--- config.mk ---
export PLATFORM = sky130hd
export DESIGN_NAME = dmem_arbiter_flat
export DESIGN_NICKNAME = d
export VERILOG_FILES = /design/src/rtl/dmem_arbiter_if.sv /design/src/rtl/dmem_arbiter.sv /design/src/flat_wrapper.sv
export SDC_FILE = /design/constraint.sdc
export NUM_CORES = 1
export LEC_CHECK = 0
export BUFFER_PORTS_ARGS = -buffer_cell sky130_fd_sc_hd__buf_2
export CAP_MARGIN = 25
export CORE_AREA = 8 8 82 84
export CTS_CLUSTER_SIZE = 10
export DETAILED_ROUTE_END_ITERATION = 16
export DIE_AREA = 0 0 90 92
export PLACE_DENSITY = 0.75
export REMOVE_ABC_BUFFERS = 1
export SLEW_MARGIN = 20
export SYNTH_ARGS = -nofsm -noshare
export SYNTH_HDL_FRONTEND = slang
export SYNTH_SLANG_ARGS = --single-unit
--- constraint.sdc ---
create_clock -name clk -period 4.8 [get_ports clk]
set_input_delay 0.72 -clock clk [delete_from_list [all_inputs] [get_ports clk]]
set_output_delay 0.72 -clock clk [all_outputs]
set_load 0.005 [all_outputs]
--- src/rtl/dmem_arbiter_if.sv ---
// -----------------------------------------------------------------------------
// dmem_arbiter_if
//   One requester's connection to the data-memory arbiter.
//   Parameter ADDR_W : word-address width of the data memory.
//   Signals
//     req    requester -> arbiter  access request; held with stable we/addr/wdata
//     we     requester -> arbiter  1 = write, 0 = read
//     addr   requester -> arbiter  byte address, word index = addr[ADDR_W+1:2]
//     wdata  requester -> arbiter  write data
//     gnt    arbiter -> requester  combinational grant, access taken at req&gnt edge
//     rvalid arbiter -> requester  registered, read data valid this cycle
//     rdata  arbiter -> requester  shared read-data bus, qualify with rvalid
//   Modports: master = requester side, slave = arbiter side.
// -----------------------------------------------------------------------------
interface dmem_arbiter_if #(
  parameter int ADDR_W = 7
);
  logic              req;
  logic              we;
  logic [ADDR_W+1:0] addr;
  logic [31:0]       wdata;
  logic              gnt;
  logic              rvalid;
  logic [31:0]       rdata;

  modport master (
    output req, we, addr, wdata,
    input  gnt, rvalid, rdata
  );

  modport slave (
    input  req, we, addr, wdata,
    output gnt, rvalid, rdata
  );
endinterface

--- src/rtl/dmem_arbiter.sv ---
// -----------------------------------------------------------------------------
// dmem_arbiter
//   Shares the single-port data memory between the core load/store path (port 0)
//   and the loader/debug port (port 1). One access per cycle, round-robin
//   ownership with a burst limit, read data returned one cycle after grant.
//
//   Parameters
//     ADDR_W     word-address width of the data memory (2**ADDR_W words)
//     MAX_BURST  max consecutive grants to the owner while the other port waits
//   Ports
//     clk          clock, all state on posedge
//     rst          synchronous reset, active-high
//     p0_if/p1_if  requester connections (dmem_arbiter_if.slave)
//     mem_en_o     memory access strobe (any grant this cycle)
//     mem_we_o     winner's write enable
//     mem_addr_o   winner's word index
//     mem_wdata_o  winner's write data
//     mem_rdata_i  memory read data, valid one cycle after a read access
//
//   Build option
//     DMEM_ARB_FIXED_PRIO_EN  defined: port 0 always wins on contention; owner and
//                             burst count are still tracked but do not steer.
// -----------------------------------------------------------------------------
module dmem_arbiter #(
  parameter int ADDR_W    = 7,
  parameter int MAX_BURST = 4
) (
  input  logic              clk,
  input  logic              rst,
  dmem_arbiter_if.slave     p0_if,
  dmem_arbiter_if.slave     p1_if,
  output logic              mem_en_o,
  output logic              mem_we_o,
  output logic [ADDR_W-1:0] mem_addr_o,
  output logic [31:0]       mem_wdata_o,
  input  logic [31:0]       mem_rdata_i
);

  // Counter only has to reach MAX_BURST, where it saturates.
  localparam int CNT_W = (MAX_BURST < 2) ? 1 : $clog2(MAX_BURST + 1);
  localparam logic [CNT_W-1:0] BURST_LIMIT = CNT_W'(MAX_BURST);
  localparam logic [CNT_W-1:0] CNT_ONE     = CNT_W'(1);
  localparam logic [CNT_W-1:0] CNT_ZERO    = CNT_W'(0);

  typedef enum logic [1:0] {
    OWN_NONE = 2'b00,
    OWN_P0   = 2'b01,
    OWN_P1   = 2'b10
  } owner_e;

  // Word index of a byte address; the two byte-lane bits are dropped.
  function automatic logic [ADDR_W-1:0] word_index(input logic [ADDR_W+1:0] byte_addr);
    return byte_addr[ADDR_W+1:2];
  endfunction

  // Ownership state corresponding to a winning port select.
  function automatic owner_e owner_of(input logic sel);
    owner_e own;
    if (sel) begin
      own = OWN_P1;
    end else begin
      own = OWN_P0;
    end
    return own;
  endfunction

  owner_e           owner_q, owner_d;
  logic [CNT_W-1:0] cnt_q, cnt_d;
  logic             last_q, last_d;     // 0 = P0 granted most recently, 1 = P1
  logic             rvalid0_q, rvalid0_d;
  logic             rvalid1_q, rvalid1_d;

  logic   win_valid_s;
  logic   win_sel_s;                    // 0 = port 0 wins, 1 = port 1 wins
  owner_e win_owner_s;
  logic   gnt0_s;
  logic   gnt1_s;
  logic   addr_lsb_unused_s;

  assign addr_lsb_unused_s = ^{p0_if.addr[1:0], p1_if.addr[1:0]};

  // Winner selection for this cycle.
  always_comb begin
    win_valid_s = 1'b0;
    win_sel_s   = 1'b0;
    if (p0_if.req && p1_if.req) begin
      win_valid_s = 1'b1;
`ifdef DMEM_ARB_FIXED_PRIO_EN
      win_sel_s = 1'b0;
`else
      // Owner keeps the memory until its tenure hits the burst limit; with no
      // owner the port that did not go last wins the tie.
      case (owner_q)
        OWN_P0:  win_sel_s = (cnt_q >= BURST_LIMIT) ? 1'b1 : 1'b0;
        OWN_P1:  win_sel_s = (cnt_q >= BURST_LIMIT) ? 1'b0 : 1'b1;
        default: win_sel_s = ~last_q;
      endcase
`endif
    end else if (p0_if.req) begin
      win_valid_s = 1'b1;
      win_sel_s   = 1'b0;
    end else if (p1_if.req) begin
      win_valid_s = 1'b1;
      win_sel_s   = 1'b1;
    end else begin
      win_valid_s = 1'b0;
      win_sel_s   = 1'b0;
    end
  end

  assign win_owner_s = owner_of(win_sel_s);
  assign gnt0_s      = win_valid_s & ~win_sel_s;
  assign gnt1_s      = win_valid_s &  win_sel_s;

  assign p0_if.gnt    = gnt0_s;
  assign p1_if.gnt    = gnt1_s;
  assign p0_if.rvalid = rvalid0_q;
  assign p1_if.rvalid = rvalid1_q;
  assign p0_if.rdata  = mem_rdata_i;
  assign p1_if.rdata  = mem_rdata_i;

  // Memory port mux: winner's access, all zero when nobody is granted.
  always_comb begin
    mem_en_o    = win_valid_s;
    mem_we_o    = 1'b0;
    mem_addr_o  = {ADDR_W{1'b0}};
    mem_wdata_o = 32'h0000_0000;
    if (win_valid_s) begin
      if (win_sel_s) begin
        mem_we_o    = p1_if.we;
        mem_addr_o  = word_index(p1_if.addr);
        mem_wdata_o = p1_if.wdata;
      end else begin
        mem_we_o    = p0_if.we;
        mem_addr_o  = word_index(p0_if.addr);
        mem_wdata_o = p0_if.wdata;
      end
    end else begin
      mem_we_o    = 1'b0;
      mem_addr_o  = {ADDR_W{1'b0}};
      mem_wdata_o = 32'h0000_0000;
    end
  end

  // Ownership / burst bookkeeping and read-return flags for the next cycle.
  always_comb begin
    owner_d   = owner_q;
    cnt_d     = cnt_q;
    last_d    = last_q;
    rvalid0_d = gnt0_s & ~p0_if.we;
    rvalid1_d = gnt1_s & ~p1_if.we;
    if (!win_valid_s) begin
      // Idle cycle ends the tenure; last is kept for the next tie-break.
      owner_d = OWN_NONE;
      cnt_d   = CNT_ZERO;
    end else if (win_owner_s == owner_q) begin
      if (cnt_q >= BURST_LIMIT) begin
        cnt_d = BURST_LIMIT;
      end else begin
        cnt_d = cnt_q + CNT_ONE;
      end
    end else begin
      owner_d = win_owner_s;
      cnt_d   = CNT_ONE;
      last_d  = win_sel_s;
    end
  end

  // State registers; reset also drops any read return in flight.
  always_ff @(posedge clk) begin
    if (rst) begin
      owner_q   <= OWN_NONE;
      cnt_q     <= CNT_ZERO;
      last_q    <= 1'b1;
      rvalid0_q <= 1'b0;
      rvalid1_q <= 1'b0;
    end else begin
      owner_q   <= owner_d;
      cnt_q     <= cnt_d;
      last_q    <= last_d;
      rvalid0_q <= rvalid0_d;
      rvalid1_q <= rvalid1_d;
    end
  end

endmodule

--- src/flat_wrapper.sv ---
// flat-port wrapper written by rule: the top's interface ports become plain ports
module dmem_arbiter_flat 
#(
  parameter int ADDR_W    = 7,
  parameter int MAX_BURST = 4
)
  (clk, rst, mem_en_o, mem_we_o, mem_addr_o, mem_wdata_o, mem_rdata_i, p0_if_req, p0_if_we, p0_if_addr, p0_if_wdata, p0_if_gnt, p0_if_rvalid, p0_if_rdata, p1_if_req, p1_if_we, p1_if_addr, p1_if_wdata, p1_if_gnt, p1_if_rvalid, p1_if_rdata);
  dmem_arbiter_if #(.ADDR_W(ADDR_W)) p0_if_i ();
  dmem_arbiter_if #(.ADDR_W(ADDR_W)) p1_if_i ();
  input  logic clk;
  input  logic rst;
  output logic mem_en_o;
  output logic mem_we_o;
  output logic [ADDR_W-1:0] mem_addr_o;
  output logic [31:0] mem_wdata_o;
  input  logic [31:0] mem_rdata_i;
  input wire logic [$bits(p0_if_i.req)-1:0] p0_if_req;
  input wire logic [$bits(p0_if_i.we)-1:0] p0_if_we;
  input wire logic [$bits(p0_if_i.addr)-1:0] p0_if_addr;
  input wire logic [$bits(p0_if_i.wdata)-1:0] p0_if_wdata;
  output wire logic [$bits(p0_if_i.gnt)-1:0] p0_if_gnt;
  output wire logic [$bits(p0_if_i.rvalid)-1:0] p0_if_rvalid;
  output wire logic [$bits(p0_if_i.rdata)-1:0] p0_if_rdata;
  input wire logic [$bits(p1_if_i.req)-1:0] p1_if_req;
  input wire logic [$bits(p1_if_i.we)-1:0] p1_if_we;
  input wire logic [$bits(p1_if_i.addr)-1:0] p1_if_addr;
  input wire logic [$bits(p1_if_i.wdata)-1:0] p1_if_wdata;
  output wire logic [$bits(p1_if_i.gnt)-1:0] p1_if_gnt;
  output wire logic [$bits(p1_if_i.rvalid)-1:0] p1_if_rvalid;
  output wire logic [$bits(p1_if_i.rdata)-1:0] p1_if_rdata;
  assign p0_if_i.req = p0_if_req;
  assign p0_if_i.we = p0_if_we;
  assign p0_if_i.addr = p0_if_addr;
  assign p0_if_i.wdata = p0_if_wdata;
  assign p0_if_gnt = p0_if_i.gnt;
  assign p0_if_rvalid = p0_if_i.rvalid;
  assign p0_if_rdata = p0_if_i.rdata;
  assign p1_if_i.req = p1_if_req;
  assign p1_if_i.we = p1_if_we;
  assign p1_if_i.addr = p1_if_addr;
  assign p1_if_i.wdata = p1_if_wdata;
  assign p1_if_gnt = p1_if_i.gnt;
  assign p1_if_rvalid = p1_if_i.rvalid;
  assign p1_if_rdata = p1_if_i.rdata;
  dmem_arbiter #(.ADDR_W(ADDR_W), .MAX_BURST(MAX_BURST)) u_core (.clk(clk), .rst(rst), .p0_if(p0_if_i), .p1_if(p1_if_i), .mem_en_o(mem_en_o), .mem_we_o(mem_we_o), .mem_addr_o(mem_addr_o), .mem_wdata_o(mem_wdata_o), .mem_rdata_i(mem_rdata_i));
endmodule
==> flow_summary_export.csv <==
group,metric,value,unit
synth,syn_area,0.00129,mm^2
critical_path,cp-start-kind,"flip-flop",
critical_path,r2r_end,"u_core.cnt_q[1]",
placement,dp_cells,282,
outcome,status,"completed",
synth,async_flop_share,0,%
min_path,hold_start,"u_core.cnt_q[2]",
route,drt_first_iter_violations,38,
sta,whs,0.509,ns
placement,io_buffers,128,
sta,slew_violations,0,
synth,syn_inst,155,
finish,instances_no_fill,286,
synth,ys.flop_type,"dfxtp_1",
flow_run,max_cap_violations,0,
synth,syn_area_per_cell,8.30,um^2
cts,worstSkewPairLatency,0.22,ns
critical_path,worstSetupEndpointType,"output pin",
route,wirelength,8530,um
min_path,holdPathStages,1,
synth,yosysMostFrequentCell,"buf_4",
die,num_io_pins,229,
finish,drive_above_1_share,64.0,%
critical_path,slowest_stage,"o311a_2",
cts,clk_pin_slew,0.04,ns
synth,yosysWarnings,0,
route,via_count,1372,
finish,nets,340,
cts,cts-root-buf,"clkbuf_8",
die,die_area,0.00828,mm^2
synth,synthTopCellsByArea,"buf_4 37%, a22o_1 27%, dfxtp_1 12%",
synth,synth_cell_type_count,21,
critical_path,r2r_slack,2.60,ns
global_routing,antenna_found_initial,1,
cts,cts_hold_buf,0,
finish,utilization,28.8,%
synth,yosysSeqAreaShare,12.5,%
route,ant_nets,0,
sta,setup_tns,0,ns
cts,cts_setup_buffers,0,
cts,cts_resized,0,
die,initial_core_util,23.8,%
sta,fin_crit_sh,62.8,%
sta,min_period,3.01,ns
sta,hold_viol_final,0,
die,chipHeight,92,um
synth,synth_edf_count,0,
power_and_ir_drop,ir_drop,0.0704,mV
cts,numCtsBuffers,3,
finish,area_delta_synth_final,21.0,%
route,firstDrtPassIters,4,
power_and_ir_drop,power_density,220,mW/mm^2
critical_path,ff2ff_path_depth,6,
critical_path,path_class,"flip-flop to output pin",
critical_path,cp_cell_sequence,"inv_1 > ha_1 > nand3_1 > o311a_2 > a22o_1 > buf_2",
placement,gp_congestion,0.764,
finish,num_antenna_cells,0,
die,fp.dieW,90,um
critical_path,worst_ep_required_time,4.08,ns
global_routing,grt_pass1_vias,1522,
global_routing,track_usage,19.4,%
min_path,hp-class,"flip-flop to flip-flop",
die,core,0.00541,mm^2
cts,clock_sinks,8,
synth,synth_top_cells_by_count,"64 x buf_4, 40 x a22o_1, 8 x dfxtp_1",
route,viasPerCell,4.80,
critical_path,r2r-start,"u_core.owner_q[0]",
min_path,hold_path_end,"u_core.cnt_q[1]",
cts,tritoncts,"done",
die,std_cell_rows,27,
cts,cts-htree-levels,1,
sta,setup_viol,0,
critical_path,path_max_fanout,46,
synth,synth_top_cell_area_share,37.4,%
critical_path,critPathMaxStageDelay,0.77,ns
sta,relSlewSlack,40.3,%
power_and_ir_drop,p_leak,0.887,nW
synth,synth_area_leader_cell,"buf_4",
sta,fmax,332,MHz
critical_path,critPathArrivalTime,2.29,ns
placement,dpl.hpwl,7790,um
global_routing,grt_pass1_wl,11600,um
sta,finClkSkew,0.00284,ns
global_routing,grt_max_degree,47,
sta,rsz0062_at_grt,"no",
route,drc_errors,0,
route,wl_per_cell,29.8,um
sta,tightest_slew,0.895,ns
synth,synth-seq-cells,8,
global_routing,overflow,0,
cts,clockBufferDepth,2,
[through the flow]
stage	setup slack (ns)	total power, mW	instance area [um^2]
after floorplan	1.86	0.162	748
after global placement	1.74	0.261	1490
after detailed placement	1.69	0.264	1490
after CTS	1.45	0.344	1530
after global routing	1.61	0.368	1560
final	1.79	0.343	1560
[cell families after synthesis]
group           count (synthesis)  share of synthesized area, %
mux                             2                          2.24
flops                           8                          12.5
simple gates                   15                          6.42
fa+ha+maj                       4                          3.89
compound gates                 47                          31.4
buf+inv                        79                          43.6
[flip-flops by register name, indices dropped and copies added (netlist names)]
name	count
u_core.cnt_q	3
u_core.owner_q	2
u_core.last_q	1
u_core.p0_if.rvalid	1
u_core.p1_if.rvalid	1
[worst max-delay path: cells and delay by family (launching register included)]
family,cells,cell delay [ns]
AOI/OAI and AO/OA,2,1.03
adders and majority gates,1,0.33
buffers and inverters,2,0.19
DFF,1,0.38
and+or+nand+nor,1,0.10
[metal layers]
layer	wire length, um	global-route usage (%)	vias up
met5	10	4.76	-
met3	1880	21.1	6
li1	-	-	606
met2	3490	28.8	172
met4	33	2.08	2
met1	3120	18.2	586
[layout by cell type, fill, tap and decap left out]
master,count
o21ai_0,1
buf_16,1
nand3_1,1
nand2_1,1
ha_1,4
o21a_1,3
dfxtp_1,8
inv_1,6
buf_2,128
a22o_1,40
nor4_2,1
mux2i_2,1
mux2_4,1
nor3_1,2
nor2b_1,3
a21oi_4,1
nor4bb_1,1
o21bai_1,1
nor2_1,6
clkbuf_8,3
o311a_2,1
[power breakdown]
part | total (mW) | leakage [nW] | switching, mW | internal, mW
sequential | 0.0749 | 0.0659 | 0.00361 | 0.0713
clock | 0.0778 | 0.0216 | 0.0237 | 0.0541
combinational | 0.190 | 0.800 | 0.0881 | 0.102
total | 0.343 | 0.887 | 0.115 | 0.228
[how the worst max path moves through the flow]
stage	startpoint	endpoint	slack, ns	cells after the start
floorplan	u_core.owner_q[0]	mem_addr_o[0]	1.86	6
global placement	u_core.owner_q[0]	mem_wdata_o[31]	1.74	7
detailed placement	u_core.owner_q[0]	mem_wdata_o[11]	1.69	7
CTS	u_core.owner_q[0]	mem_wdata_o[11]	1.45	7
global route	u_core.owner_q[0]	mem_wdata_o[31]	1.61	6
finish	u_core.owner_q[0]	mem_wdata_o[5]	1.79	6
[final cells by class]
type                            count  area (um^2)
Clock buffer                        3         41.3
Sequential cell                     8          160
Inverter                            6         22.5
Tap cell                           72         90.1
Fill cell                         618         3850
Timing Repair Buffer              129          668
Multi-Input combinational cell     68          574
Power figures use the tool's default switching activity.
